$ cat config.mk
export PLATFORM = sky130hd
export DESIGN_NAME = matrix_skew_feeder
export DESIGN_NICKNAME = d
export VERILOG_FILES = /design/src/rtl/matrix_skew_feeder.sv
export SDC_FILE = /design/constraint.sdc
export NUM_CORES = 1
export LEC_CHECK = 0
export ABC_CLOCK_PERIOD_IN_PS = 2200
export BUFFER_PORTS_ARGS = -buffer_cell sky130_fd_sc_hd__buf_4
export CORE_MARGIN = 10
export CORE_UTILIZATION = 52
export CTS_CLUSTER_SIZE = 16
export DETAILED_ROUTE_END_ITERATION = 10
export GPL_ROUTABILITY_DRIVEN = 0
export PLACE_DENSITY_LB_ADDON = 0.15
export SLEW_MARGIN = 40
export SYNTH_ARGS = -nofsm -noshare
export SYNTH_HDL_FRONTEND = slang
export SYNTH_SLANG_ARGS = --single-unit
$ cat constraint.sdc
create_clock -name clk -period 2.2 [get_ports clk]
set_input_delay 0.11 -clock clk [delete_from_list [all_inputs] [get_ports clk]]
set_output_delay 0.11 -clock clk [all_outputs]
set_load 0.02 [all_outputs]
$ cat src/rtl/matrix_skew_feeder.sv
// matrix_skew_feeder
//   Reads one N x N matrix from the K/S matrix buffer on a start command and
//   streams it into the systolic array as 2N-1 diagonally skewed beats under
//   a valid/ready handshake.
//
//   Build option: MATRIX_SKEW_FEEDER_TRANSPOSE_EN
//     defined   -> lane r carries M[t-r][r] (array sees the transpose)
//     undefined -> lane r carries M[r][t-r] (row-major)
//
//   Ports
//     clk, reset_n          clock, asynchronous active-low reset
//     start, sel, base_addr feed request; sel/base_addr latched with start
//     buf_read_en/sel/addr  read request to the matrix buffer
//     buf_matrix            registered buffer output, valid the cycle after read
//     feed_valid/ready      beat handshake toward the array
//     feed_data, feed_last  skewed lane data (lane 0 in the MSBs), final beat
//     busy, done            not-idle flag, one-cycle completion pulse
module matrix_skew_feeder #(
   parameter int INPUT_WIDTH = 8,
   parameter int MATRIX_SIZE = 3,
   parameter int ADDR_WIDTH  = $clog2((MATRIX_SIZE**2) << 2)
) (
   input  logic                                       clk,
   input  logic                                       reset_n,
   input  logic                                       start,
   input  logic                                       sel,
   input  logic [ADDR_WIDTH-1:0]                      base_addr,
   output logic                                       buf_read_en,
   output logic                                       buf_sel,
   output logic [ADDR_WIDTH-1:0]                      buf_addr,
   input  logic [INPUT_WIDTH*MATRIX_SIZE*MATRIX_SIZE-1:0] buf_matrix,
   output logic                                       feed_valid,
   input  logic                                       feed_ready,
   output logic [INPUT_WIDTH*MATRIX_SIZE-1:0]         feed_data,
   output logic                                       feed_last,
   output logic                                       busy,
   output logic                                       done
);

   localparam int N    = MATRIX_SIZE;
   localparam int W    = INPUT_WIDTH;
   localparam int CW   = $clog2(2 * N);              // holds 0 .. 2N-2
   localparam int IW   = (N > 1) ? $clog2(N) : 1;    // row/column index
   localparam int LAST = 2 * N - 2;

   typedef enum logic [2:0] {IDLE, REQ, CAP, FEED, DONE} state_t;

   state_t                         state;
   logic [CW-1:0]                  t;
   logic [N-1:0][N-1:0][W-1:0]     mat;       // mat[row][col]
   logic [N-1:0][N-1:0][W-1:0]     cap_mat;

   // Unpack the buffer word: row 0 / element 0 sit in the most significant bits.
   always_comb begin
      cap_mat = '0;
      for (int i = 0; i < N; i++)
         for (int j = 0; j < N; j++)
            cap_mat[i][j] = buf_matrix[((N - 1 - i) * N + (N - j)) * W - 1 -: W];
   end

   always_ff @(posedge clk or negedge reset_n) begin
      if (!reset_n) begin
         state    <= IDLE;
         t        <= '0;
         mat      <= '0;
         buf_sel  <= 1'b0;
         buf_addr <= '0;
      end else begin
         case (state)
            IDLE: if (start) begin
               buf_sel  <= sel;
               buf_addr <= base_addr;
               state    <= REQ;
            end
            REQ:  state <= CAP;
            CAP: begin
               // buffer output is registered, so the word is valid now
               mat   <= cap_mat;
               t     <= '0;
               state <= FEED;
            end
            FEED: if (feed_ready) begin
               if (t == CW'(LAST)) state <= DONE;
               else                t     <= t + 1'b1;
            end
            DONE: state <= IDLE;
            default: state <= IDLE;
         endcase
      end
   end

   // All handshake outputs decode registered state only; feed_ready never
   // reaches them combinationally, so data holds while stalled.
   assign buf_read_en = (state == REQ);
   assign busy        = (state != IDLE);
   assign done        = (state == DONE);
   assign feed_valid  = (state == FEED);
   assign feed_last   = (state == FEED) && (t == CW'(LAST));

   for (genvar r = 0; r < N; r++) begin : g_lane
      logic [W-1:0] lane;
      int           d;   // diagonal offset t-r; lane is live while 0 <= d < N

      always_comb begin
         lane = '0;
         d    = int'(t) - r;
         if (state == FEED && d >= 0 && d < N) begin
`ifdef MATRIX_SKEW_FEEDER_TRANSPOSE_EN
            lane = mat[d[IW-1:0]][r];
`else
            lane = mat[r][d[IW-1:0]];
`endif
         end
      end

      assign feed_data[(N - r) * W - 1 -: W] = lane;
   end

endmodule

==> flow_metrics.py <==
metrics = {
    "worst_hold_path": {
        "hold_class": "input pin to flip-flop",
    },
    "clocking": {
        "numClockSinks": 85,
        "cts_made_buffers": 9,
        "cts_htree_levels": 3,
        "clk_root_buffer_cell": "clkbuf_8",
        "clk_path_buf_depth": 2,
        "worst_skew_pair.late_latency_ns": 0.35,
        "clk_pin_slew_ns": 0.08,
        "tritoncts": "done",
    },
    "route": {
        "via_count": 3165,
        "drt-pass1-iter-count": 4,
        "route.detailed.drc": 0,
        "post_drt_via_cell_ratio": 5.155,
        "route.antenna.remaining_nets": 0,
        "first_iter_violations": 63,
        "wirelength_mm": 10.67,
        "avgRoutedWirePerCell_um": 17.38,
    },
    "worst_setup_path": {
        "slowest_delay_ns": 0.53,
        "cp-end-kind": "output pin",
        "worstPathCellList": "inv_1 > ha_1 > nand2_1 > a2111o_1 > a21oi_1 > buf_4",
        "critPathKind": "flip-flop to output pin",
        "worst-endpoint-arrival_ns": 2.03,
        "crit_slowest_cell": "a2111o_1",
        "cp_top_family": "compound AO/OA/AOI/OAI gates",
        "worst-path-max-fanout": 8,
        "cp_num_buf_inv": 2,
        "critPathRequiredTime_ns": 2.09,
        "cp-start-kind": "flip-flop",
    },
    "floorplan": {
        "io_pins": 119,
        "chipWidth_um": 109.5,
        "core_area_um2": 7767,
        "floorplan_die_area_um2": 11980,
        "num_rows": 32,
        "initial_core_utilization_pct": 53.59,
        "die_boundary_height_um": 109.5,
    },
    "status": {
        "run_status": "finished, final reports clean",
    },
    "sta": {
        "worst_pin_slew_ns": 0.4512,
        "slew_headroom_pct": 69.92,
        "fin_tns_setup_ns": 0,
        "period_needed_ns": 2.136,
        "max_freq_ghz": 0.4682,
        "final_hold_viol_count": 0,
        "timing.clock.skew_ns": 0.01037,
        "finalHoldWorstSlack_ns": 0.009193,
        "setup_viol": 0,
        "finalCritPeriodShare_pct": 97.09,
        "timing.final.max_slew_violations": 0,
    },
    "power_and_ir_drop": {
        "power_per_cell_area_nw_per_um2": 1268,
        "power_leakage_nw": 2.705,
        "peak_supply_drop_mv": 0.6052,
    },
    "synthesis": {
        "synth.ff_latch_count": 85,
        "syn_avg_cell_area_um2": 13.05,
        "post_synth_num_cell_types": 37,
        "ys.warnings.count": 0,
        "net_count_of_the_mapped_netlist": 409,
        "syn_inst_count": 319,
        "yosysSeqAreaShare_pct": 51.10,
        "netlist_area_um2": 4163,
    },
    "finish": {
        "fin_util_pct": 77.21,
        "fillCellCount": 531,
        "area_growth_pct": 44.06,
        "diodes": 0,
        "drive_above_1_share_pct": 46.88,
        "total_number_of_nets_in_the_final_design": 598,
    },
    "job": {
        "max_cap_violations": 0,
    },
    "placed_design": {
        "detailed_place_hpwl_mm": 7.022,
        "io_buffers": 118,
    },
    "global_routing": {
        "grt_antenna_before_repair": 0,
        "grt_pass1_wl_mm": 17.53,
        "grt_util_all_layers_pct": 18.43,
        "via_count_of_the_first_global_routing_pass": 3555,
        "grt_start_max_net_pins": 52,
        "overflow": 0,
    },
}
-- Yosys cell counts, drive strengths merged --
cell | instances | area share [%]
nor4b | 1 | 0.57
a21oi | 12 | 1.4
a22oi | 6 | 1.1
a21bo | 1 | 0.24
xor2 | 1 | 0.21
and2b | 1 | 0.18
o311ai | 1 | 0.21
buf | 17 | 3.8
dfrtp | 85 | 51
a211oi | 1 | 0.18
a211o | 1 | 0.24
nor3 | 2 | 0.51
nor2 | 11 | 1.4
mux2 | 94 | 25
nand3b | 1 | 0.48
or3 | 2 | 0.36
mux2i | 9 | 2.2
clkbuf | 2 | 0.18
a2111o | 1 | 0.27
ha | 7 | 2.1
o22ai | 1 | 0.15
nand4b | 2 | 0.42
nand2b | 2 | 0.66
inv | 5 | 0.45
o21ai | 9 | 1.1
nor2b | 1 | 0.15
nand3 | 12 | 1.4
o22a | 1 | 0.21
and3 | 1 | 0.15
nand2 | 20 | 1.8
and2 | 9 | 1.4
-- metrics by stage --
step | area, um2 | std cells | setup slack, ns | total power [mW]
floorplan | 4163 | 319 | 0.02200 | 5.425
global placement | 5090 | 527 | 0.2673 | 6.338
detailed placement | 5090 | 527 | 0.2001 | 6.466
CTS | 5918 | 607 | 0.02565 | 7.573
global route | 5997 | 614 | -0.04232 | 8.176
finish | 5997 | 614 | 0.06410 | 7.605
-- timing repair --
| action | 4_1_cts | 5_1_grt |
|---|---|---|
| setup buffers | 0 | 2 |
| endpoints found under the hold margin | 98 | 5 |
| setup endpoints to repair | 8 | 22 |
| cloned | 0 | 0 |
| hold buffers | 65 | 5 |
| pin swaps | 1 | 2 |
| gates resized for setup | 5 | 5 |
-- cells in the final DEF, fill, tap and decap left out, types with 2 or more instances in the layout --
cell	Yosys	final
clkbuf_1	2	2
inv_1	5	4
and2_1	8	8
buf_4	1	123
a22oi_1	6	6
nand2b_4	2	2
nand3_1	12	12
nand2_1	20	20
clkbuf_8	0	9
mux2_1	12	12
o21ai_0	9	9
or3_2	2	2
nor2_1	10	10
mux2i_1	9	9
mux2_2	82	82
dfrtp_1	85	84
a21oi_2	0	2
buf_6	11	2
dlygate4sd3_1	0	70
ha_1	7	5
nand4b_1	2	2
a21oi_1	12	10
buf_12	0	2
clkinv_2	0	2
-- sequential cells by signal, indices dropped and copies added, names as in the netlist --
register	flops
mat	72
buf_sel	1
t	3
buf_addr	6
state	3
-- worst register-to-register path: stages, from the launching register on --
cell and delay [ns]:
dfrtp_1 0.59, nand2b_4 0.16, nor2_8 0.12, buf_4 0.37, mux2_2 0.39
-- report_power, final --
group	internal [mW]	switching [mW]	leakage, nW	total, mW
Combinational	2.04	1.85	1.62	3.89
Sequential	2.35	0.425	1.01	2.77
Clock	0.403	0.540	0.0792	0.943
-- final timing paths --
check                                      from                   to  slack [ns]  depth (start not counted)
min in group asynchronous               reset_n  mat[12]$_DFFE_PN0N_        0.25                          2
hold / removal                              sel  buf_sel$_DFFE_PN0P_       0.009                          2
setup / recovery               t[2]$_DFFE_PN0P_        feed_data[13]        0.06                          6
setup reg to reg           state[1]$_DFFE_PN0P_  mat[28]$_DFFE_PN0N_        0.45                          4
max in group asynchronous               reset_n  buf_sel$_DFFE_PN0P_        1.32                          3
hold reg to reg             mat[20]$_DFFE_PN0N_  mat[20]$_DFFE_PN0N_        0.49                          1
-- routing by layer --
layer  GRT usage (%)  part of all wire [%]
met1           21.17                    40
met2           32.62                    53
met3           4.798                   5.6
met4           6.134                   1.9
met5               0                     0
-- cells by family (layout without fill, tap and decap cells) --
group           count (synthesis)  in the layout  synth area share (%)
compound gates                 34             34                 5.110
xor+xnor                        1              1                0.2104
fa+ha+maj                       7              7                 2.104
buf+inv                        24            217                 4.388
flops                          85             85                 51.10
mux                           103            103                 27.59
simple gates                   65             65                 9.499
-- area by class of cell --
class,count,area (um2),share of cell area (%)
Tap cell,102,127.6,2.128
Inverter,5,18.77,0.3130
Sequential cell,85,2128,35.49
Clock inverter,4,26.28,0.4381
Clock buffer,11,131.4,2.191
Multi-Input combinational cell,210,1878,31.32
Timing Repair Buffer,197,1687,28.12
No activity file was read; power rests on OpenSTA's default activity.
